===== src/rtl/lcd_pkg.sv =====
// Shared constants for the LCD SPI arbiter: FSM encodings and default sizing.
package lcd_pkg;

    localparam int NREQ_DEFAULT    = 3;
    localparam int TIMEOUT_DEFAULT = 1024;

    localparam logic [2:0] ST_IDLE  = 3'd0;
    localparam logic [2:0] ST_ARB   = 3'd1;
    localparam logic [2:0] ST_XFER  = 3'd2;
    localparam logic [2:0] ST_DRAIN = 3'd3;
    localparam logic [2:0] ST_GAP   = 3'd4;

endpackage


===== src/rtl/rr_pick.sv =====
// Round-robin picker: first set bit of req at or after ptr, wrapping, as a one-hot grant.
module rr_pick
    import lcd_pkg::*;
#(
    parameter int NREQ = NREQ_DEFAULT,
    parameter int PW   = (NREQ > 1) ? $clog2(NREQ) : 1
) (
    input  logic [NREQ-1:0] req,
    input  logic [PW-1:0]   ptr,
    output logic [NREQ-1:0] gnt
);

    logic          w_found;
    logic [PW-1:0] w_idx;

    always_comb begin
        gnt     = '0;
        w_found = 1'b0;
        w_idx   = '0;
        for (int i = 0; i < NREQ; i++) begin
            w_idx = PW'((int'(ptr) + i) % NREQ);
            if (!w_found && req[w_idx]) begin
                gnt[w_idx] = 1'b1;
                w_found    = 1'b1;
            end
        end
    end

endmodule


===== src/rtl/lcd_spi_arbiter.sv =====
// Shares one spi_master among NREQ LCD byte streams with burst-locked round-robin grants.
//
//   state | meaning
//   IDLE  | no owner; waits for any request
//   ARB   | picks next requester round-robin and registers its grant
//   XFER  | owner's bytes pass through to spi_master; stall timer runs
//   DRAIN | start held low until spi_master stops shifting
//   GAP   | one idle cycle so the LCD sees chip-enable deselected
module lcd_spi_arbiter
    import lcd_pkg::*;
#(
    parameter int NREQ    = NREQ_DEFAULT,
    parameter int TIMEOUT = TIMEOUT_DEFAULT
) (
    input  logic              clock,
    input  logic              Reset,
    input  logic [NREQ-1:0]   req_valid,
    input  logic [8*NREQ-1:0] req_data,
    input  logic [NREQ-1:0]   req_dc,
    input  logic [NREQ-1:0]   req_last,
    output logic [NREQ-1:0]   req_ready,
    output logic [NREQ-1:0]   grant,
    output logic [7:0]        spi_data,
    output logic              spi_start,
    output logic              spi_command,
    input  logic              spi_avail,
    input  logic              spi_busy,
    output logic              abort_err
);

    localparam int PW = (NREQ > 1) ? $clog2(NREQ) : 1;
    localparam int SW = $clog2(TIMEOUT + 1);

    logic [2:0]      r_state;
    logic [2:0]      w_state_nxt;
    logic [NREQ-1:0] r_grant;
    logic [NREQ-1:0] w_pick;
    logic [NREQ-1:0] w_grant_nxt;
    logic [PW-1:0]   r_ptr;
    logic [PW-1:0]   w_gidx;
    logic [PW-1:0]   w_ptr_nxt;
    logic [SW-1:0]   r_stall;
    logic            r_abort;
    logic            r_spi_start;
    logic [1:0]      r_rst_sync;
    logic [7:0]      w_data;
    logic            w_cmd;
    logic            w_any;
    logic            w_gvalid;
    logic            w_glast;
    logic            w_consume;
    logic            w_stall;
    logic            w_timeout;

    rr_pick #(
        .NREQ (NREQ),
        .PW   (PW)
    ) u_rr_pick (
        .req (req_valid),
        .ptr (r_ptr),
        .gnt (w_pick)
    );

    assign w_any     = |req_valid;
    assign w_gvalid  = |(req_valid & r_grant);
    assign w_glast   = |(req_last & r_grant);
    assign w_consume = (r_state == ST_XFER) && w_gvalid && spi_avail;
    assign w_stall   = (r_state == ST_XFER) && !w_gvalid;
    assign w_timeout = w_stall && (r_stall == SW'(TIMEOUT - 1));

    always_comb begin
        w_gidx = '0;
        w_data = '0;
        w_cmd  = 1'b0;
        for (int i = 0; i < NREQ; i++) begin
            if (r_grant[i]) begin
                w_gidx = PW'(i);
                w_data = req_data[8*i +: 8];
                w_cmd  = req_dc[i];
            end
        end
    end

    assign w_ptr_nxt   = (w_gidx == PW'(NREQ - 1)) ? '0 : w_gidx + PW'(1);
    assign w_grant_nxt = (r_state == ST_ARB) ? w_pick : r_grant;

    assign req_ready   = (r_state == ST_XFER && spi_avail) ? (req_valid & r_grant) : '0;
    assign spi_data    = (r_state == ST_XFER) ? w_data : 8'h00;
    assign spi_command = (r_state == ST_XFER) ? w_cmd : 1'b0;
    assign spi_start   = r_spi_start;
    assign grant       = r_grant;
    assign abort_err   = r_abort;

    always_comb begin
        w_state_nxt = r_state;
        case (r_state)
            ST_IDLE:  if (w_any && r_rst_sync[1]) w_state_nxt = ST_ARB;
            ST_ARB:   w_state_nxt = w_any ? ST_XFER : ST_IDLE;
            ST_XFER:  if ((w_consume && w_glast) || w_timeout) w_state_nxt = ST_DRAIN;
            ST_DRAIN: if (!spi_busy) w_state_nxt = ST_GAP;
            ST_GAP:   w_state_nxt = ST_IDLE;
            default:  w_state_nxt = ST_IDLE;
        endcase
    end

    // r_rst_sync keeps IDLE from arbitrating in the first two cycles after reset release.
    always_ff @(posedge clock or negedge Reset) begin
        if (!Reset) begin
            r_state     <= ST_IDLE;
            r_grant     <= '0;
            r_ptr       <= '0;
            r_stall     <= '0;
            r_abort     <= 1'b0;
            r_spi_start <= 1'b0;
            r_rst_sync  <= 2'b00;
        end else begin
            r_rst_sync  <= {r_rst_sync[0], 1'b1};
            r_state     <= w_state_nxt;
            r_spi_start <= (w_state_nxt == ST_XFER) && |(req_valid & w_grant_nxt);
            if (r_state == ST_ARB && w_any)
                r_grant <= w_pick;
            if (r_state == ST_DRAIN && !spi_busy) begin
                r_grant <= '0;
                r_ptr   <= w_ptr_nxt;
            end
            if (r_state != ST_XFER || w_consume)
                r_stall <= '0;
            else if (w_stall)
                r_stall <= r_stall + SW'(1);
            if (w_timeout)
                r_abort <= 1'b1;
        end
    end

endmodule

===== config.mk =====
export PLATFORM = sky130hd
export DESIGN_NAME = lcd_spi_arbiter
export DESIGN_NICKNAME = d
export VERILOG_FILES = /design/src/rtl/lcd_pkg.sv /design/src/rtl/rr_pick.sv /design/src/rtl/lcd_spi_arbiter.sv
export SDC_FILE = /design/constraint.sdc
export NUM_CORES = 1
export LEC_CHECK = 0
export CAP_MARGIN = 5
export CORE_MARGIN = 3
export CORE_UTILIZATION = 42
export CTS_BUF_LIST = sky130_fd_sc_hd__clkbuf_16
export CTS_CLUSTER_DIAMETER = 60
export CTS_CLUSTER_SIZE = 8
export DETAILED_ROUTE_END_ITERATION = 6
export PLACE_DENSITY = 0.78
export REMOVE_ABC_BUFFERS = 1
export SYNTH_ARGS = -nofsm -noshare
export SYNTH_HDL_FRONTEND = slang
export SYNTH_SLANG_ARGS = --single-unit

===== constraint.sdc =====
create_clock -name clock -period 1.9 [get_ports clock]
set_input_delay 0.475 -clock clock [delete_from_list [all_inputs] [get_ports clock]]
set_output_delay 0.475 -clock clock [all_outputs]
set_load 0.1 [all_outputs]

==> metrics.md <==
| Metric | Value |
|---|---|
| Largest net degree at the start of global routing | `26` |
| Reg2reg setup slack | `-60 ps` |
| Die Y-Extent | `between 60 and 70 um` |
| Core area | `roughly 3800 um2` |
| Power Dens Cells | `roughly 1500 nW/um2` |
| Crit path largest cell delay | `around 400 ps` |
| Post-synthesis sequential area ratio | `0.3355` |
| FF+latch count, synth | `23` |
| Site Rows | `22` |
| Reg area | `roughly 580 um2` |
| Fmax | `about 460 MHz` |
| Die area | `4887 um2` |
| Placed cell area | `approximately 2700 um2` |
| Die Wd | `roughly 70 um` |
| Kind of critical path | `reg2out` |
| WL final | `~5500 um` |
| Max Clock Skew | `approximately 1.8 ps` |
| Path depth of the worst reg2reg path | `9` |
| Avg Synthesized Cell Area | `approximately 8.1 um2` |
| Vias in the first global route | `1,917` |
| Synthesis-to-layout area growth | `77.46%` |
| Initial antenna violation count | `0` |
| Crit end category | `output pin` |
| Cell Chain, Critical Path | `and2b_2 -> buf_6 -> a22oi_1 -> nor2_1 -> a21oi_1 -> nor2_2 -> buf_12` |
| Post-layout nets | `347` |
| Clk_lat worst skew | `between 200 and 300 ps` |
| Fill count | `roughly 230` |
| Post-synth EDFFs | `0` |
| Setup-failing EPs final | `14` |
| Worst setup margin | `-260.4 ps` |
| Hold Path Class | `reg2reg` |
| Hold path depth | `0` |
| DP HPWL | `3793 um` |
| Crit start category | `flip-flop` |
| Commonest non-fill, non-tap cell in the layout | `buf_4` |
| Fin crit share | `1.137` |
| Via density | `~5.8` |
| First drt pass iteration count | `4` |
| Worst EP arrival | `between 1500 and 2000 ps` |
| Ant. Diodes | `0` |
| First-pass GRT wire length | `~8900 um` |
| Root buf cell | `clkbuf_16` |
| Share of cells above drive strength 1 | `0.3553` |
| DRT antenna net count | `0` |
| Clock transition at path regs | `60 ps` |
| Slowest cell on crit path | `dfrtp_1` |
| Starting density of the core | `0.4516` |
| CTS tree | `built` |
| Unrepaired setup endpoints after global routing | `yes` |
| Buffers on Ports | `53` |
| Routed len/inst | `around 16 um` |
| Syn Inst Count | `around 210` |
| DR vias | `just over 2,000` |
| Max clock buf depth | `2` |
| Relative slew slack | `0.5946` |
| P_leak | `about 0.0013 uW` |
| Global route total overflow | `0` |
| HP Start | `r_rst_sync[0]` |
| Slew @ Worst Pin | `605.8 ps` |
| Kind of cell adding the most delay to the critical path | `simple AND/OR/NAND/NOR gates` |
| Starting DRT DRC Count | `170` |
| Final TNS setup | `-2123 ps` |
| Area of the multi-input gates | `roughly 1200 um2` |
| IO Pins | `54` |
| Post-Synthesis Cell Area | `roughly 1700 um2` |
| Highest-count cells in the layout ignoring fill and taps | `buf_4, clkdlybuf4s50_1, dfrtp_1` |
| Clock Sink Count | `23` |
| WHS Endpoint | `r_rst_sync[1]` |
| Synth Warn # | `0` |
| H-tree depth | `1` |
| Worst EP required | `1420 ps` |
| Maximum VDD drop | `between 1000 and 1500 uV` |
| Slew Viols, Final | `0` |
| Cell variety after synth | `52` |
| Final RePlAce weighted congestion | `0.9688` |
| Worst R2R End | `spi_start` |
| WP buf/inv | `2` |
| GRT Total Usage | `0.2199` |
| Min cycle time layout | `about 2200 ps` |
| Layout Cell Area excl Fill | `3044 um2` |
| Top FF cell, synth | `dfrtp_1` |
| Failing checks | `setup timing` |
| R2r startpoint | `grant[1]` |
| Max-cap violations | `0` |
| Cts bufs inserted | `3` |
| Outcome | `finished, violations left` |
| Fin. Hold Viols | `0` |
| Asr flop ratio synth | `1.000` |
| Max FO, Critical Path | `4` |
| DRC Markers | `0` |
==> cell usage after synthesis, types with 2 or more instances <==
| cell | number | area share |
|---|---|---|
| a31o_2 | 2 | 0.010 |
| nand4bb_1 | 3 | 0.020 |
| nand2_1 | 16 | 0.035 |
| o21ai_0 | 22 | 0.064 |
| nor2_1 | 31 | 0.068 |
| or3_1 | 3 | 0.011 |
| and2_1 | 3 | 0.011 |
| a222oi_1 | 2 | 0.012 |
| o31ai_1 | 3 | 0.013 |
| ha_1 | 5 | 0.036 |
| nor3_1 | 2 | 0.0058 |
| a31oi_1 | 4 | 0.015 |
| and3_1 | 2 | 0.0073 |
| dfrtp_1 | 23 | 0.34 |
| buf_2 | 2 | 0.0058 |
| nand3_1 | 6 | 0.018 |
| nor2b_1 | 5 | 0.018 |
| nand3b_1 | 4 | 0.018 |
| nand2b_1 | 2 | 0.0073 |
| a21oi_1 | 15 | 0.044 |
| inv_1 | 8 | 0.018 |
| a22oi_1 | 10 | 0.044 |
| a41oi_1 | 2 | 0.010 |
| clkbuf_1 | 9 | 0.020 |
==> worst reg2reg max path, cell delays in order (launching register included) <==
cell       delay (ps)
dfrtp_1           420
buf_4             150
buf_6             100
a222oi_1          300
buf_4             190
buf_6             120
and2_4            170
nand4bb_4         110
and4_4            190
o31a_1            100
==> layout make-up <==
cell class,count,share of cell area
clock inverter,1,0.001233
inverter,8,0.009864
multi-input combinational,169,0.3950
clock buffer,3,0.02466
sequential,23,0.1891
timing repair buffer,100,0.3605
tap,48,0.01973
==> power by group <==
group          leakage [uW]  switching [uW]  total [uW]  internal [uW]
Combinational      0.000937            2040        3580           1540
Sequential         0.000306            90.5         673            582
Clock             0.0000423             170         451            281
Total               0.00128            2300        4700           2400
==> flip-flops by register name, summed over array words and instances, names as in the netlist <==
signal	count
abort_err	1
grant	3
r_ptr	2
r_rst_sync	2
r_stall	11
r_state	3
spi_start	1
==> how the worst max path moves through the flow <==
stage,start,slack [ps],end,cells after the start
6_report,grant[1],-260,spi_data[0],7
3_5_place_dp,req_valid[1],-510,spi_start,7
3_3_place_gp,req_valid[1],-510,spi_start,7
2_1_floorplan,grant[1],-1500,spi_command,5
5_1_grt,grant[1],-340,spi_data[0],7
4_1_cts,grant[1],-250,spi_data[5],7
==> routing by layer <==
layer	GRT usage	share of wire	vias up
met5	0	0	-
met2	0.3610	0.47	114
met1	0.2860	0.41	943
met3	0.06187	0.10	8
li1	-	-	960
met4	0.05106	0.014	0
==> timing repair <==
action / CTS / global route
cloned: 0 / 0
setup buffers: 8 / 4
hold buffers: 0 / 0
gates resized for setup: 25 / 32
pin swaps: 14 / 14
endpoints found under the setup margin: 26 / 26
==> through the flow <==
step | util | total power (uW) | worst slack [ps] | instances | hold slack, ps
global placement | 0.7098 | 3696 | -510.6 | 336 | 334.8
floorplan | - | 2406 | -1499 | 200 | 179.4
CTS | 0.7638 | 4380 | -246.1 | 348 | 347.6
finish | 0.8014 | 4700 | -260.4 | 352 | 347.3
global route | 0.8014 | 4946 | -339.7 | 352 | 371.3
detailed placement | 0.7098 | 3732 | -508.4 | 336 | 334.7
==> logic make-up after synthesis <==
| family | after synthesis | share of synthesized area |
|---|---|---|
| buffers and inverters | 20 | 0.04960 |
| AO/OA/AOI/OAI | 70 | 0.2640 |
| flip-flops | 23 | 0.3355 |
| XOR/XNOR | 1 | 0.005107 |
| multiplexers | 2 | 0.01240 |
| other | 1 | 0.002186 |
| AND/OR/NAND/NOR | 90 | 0.2947 |
| adder cells (fa/ha/maj) | 5 | 0.03647 |
Power figures use the tool's default switching activity.
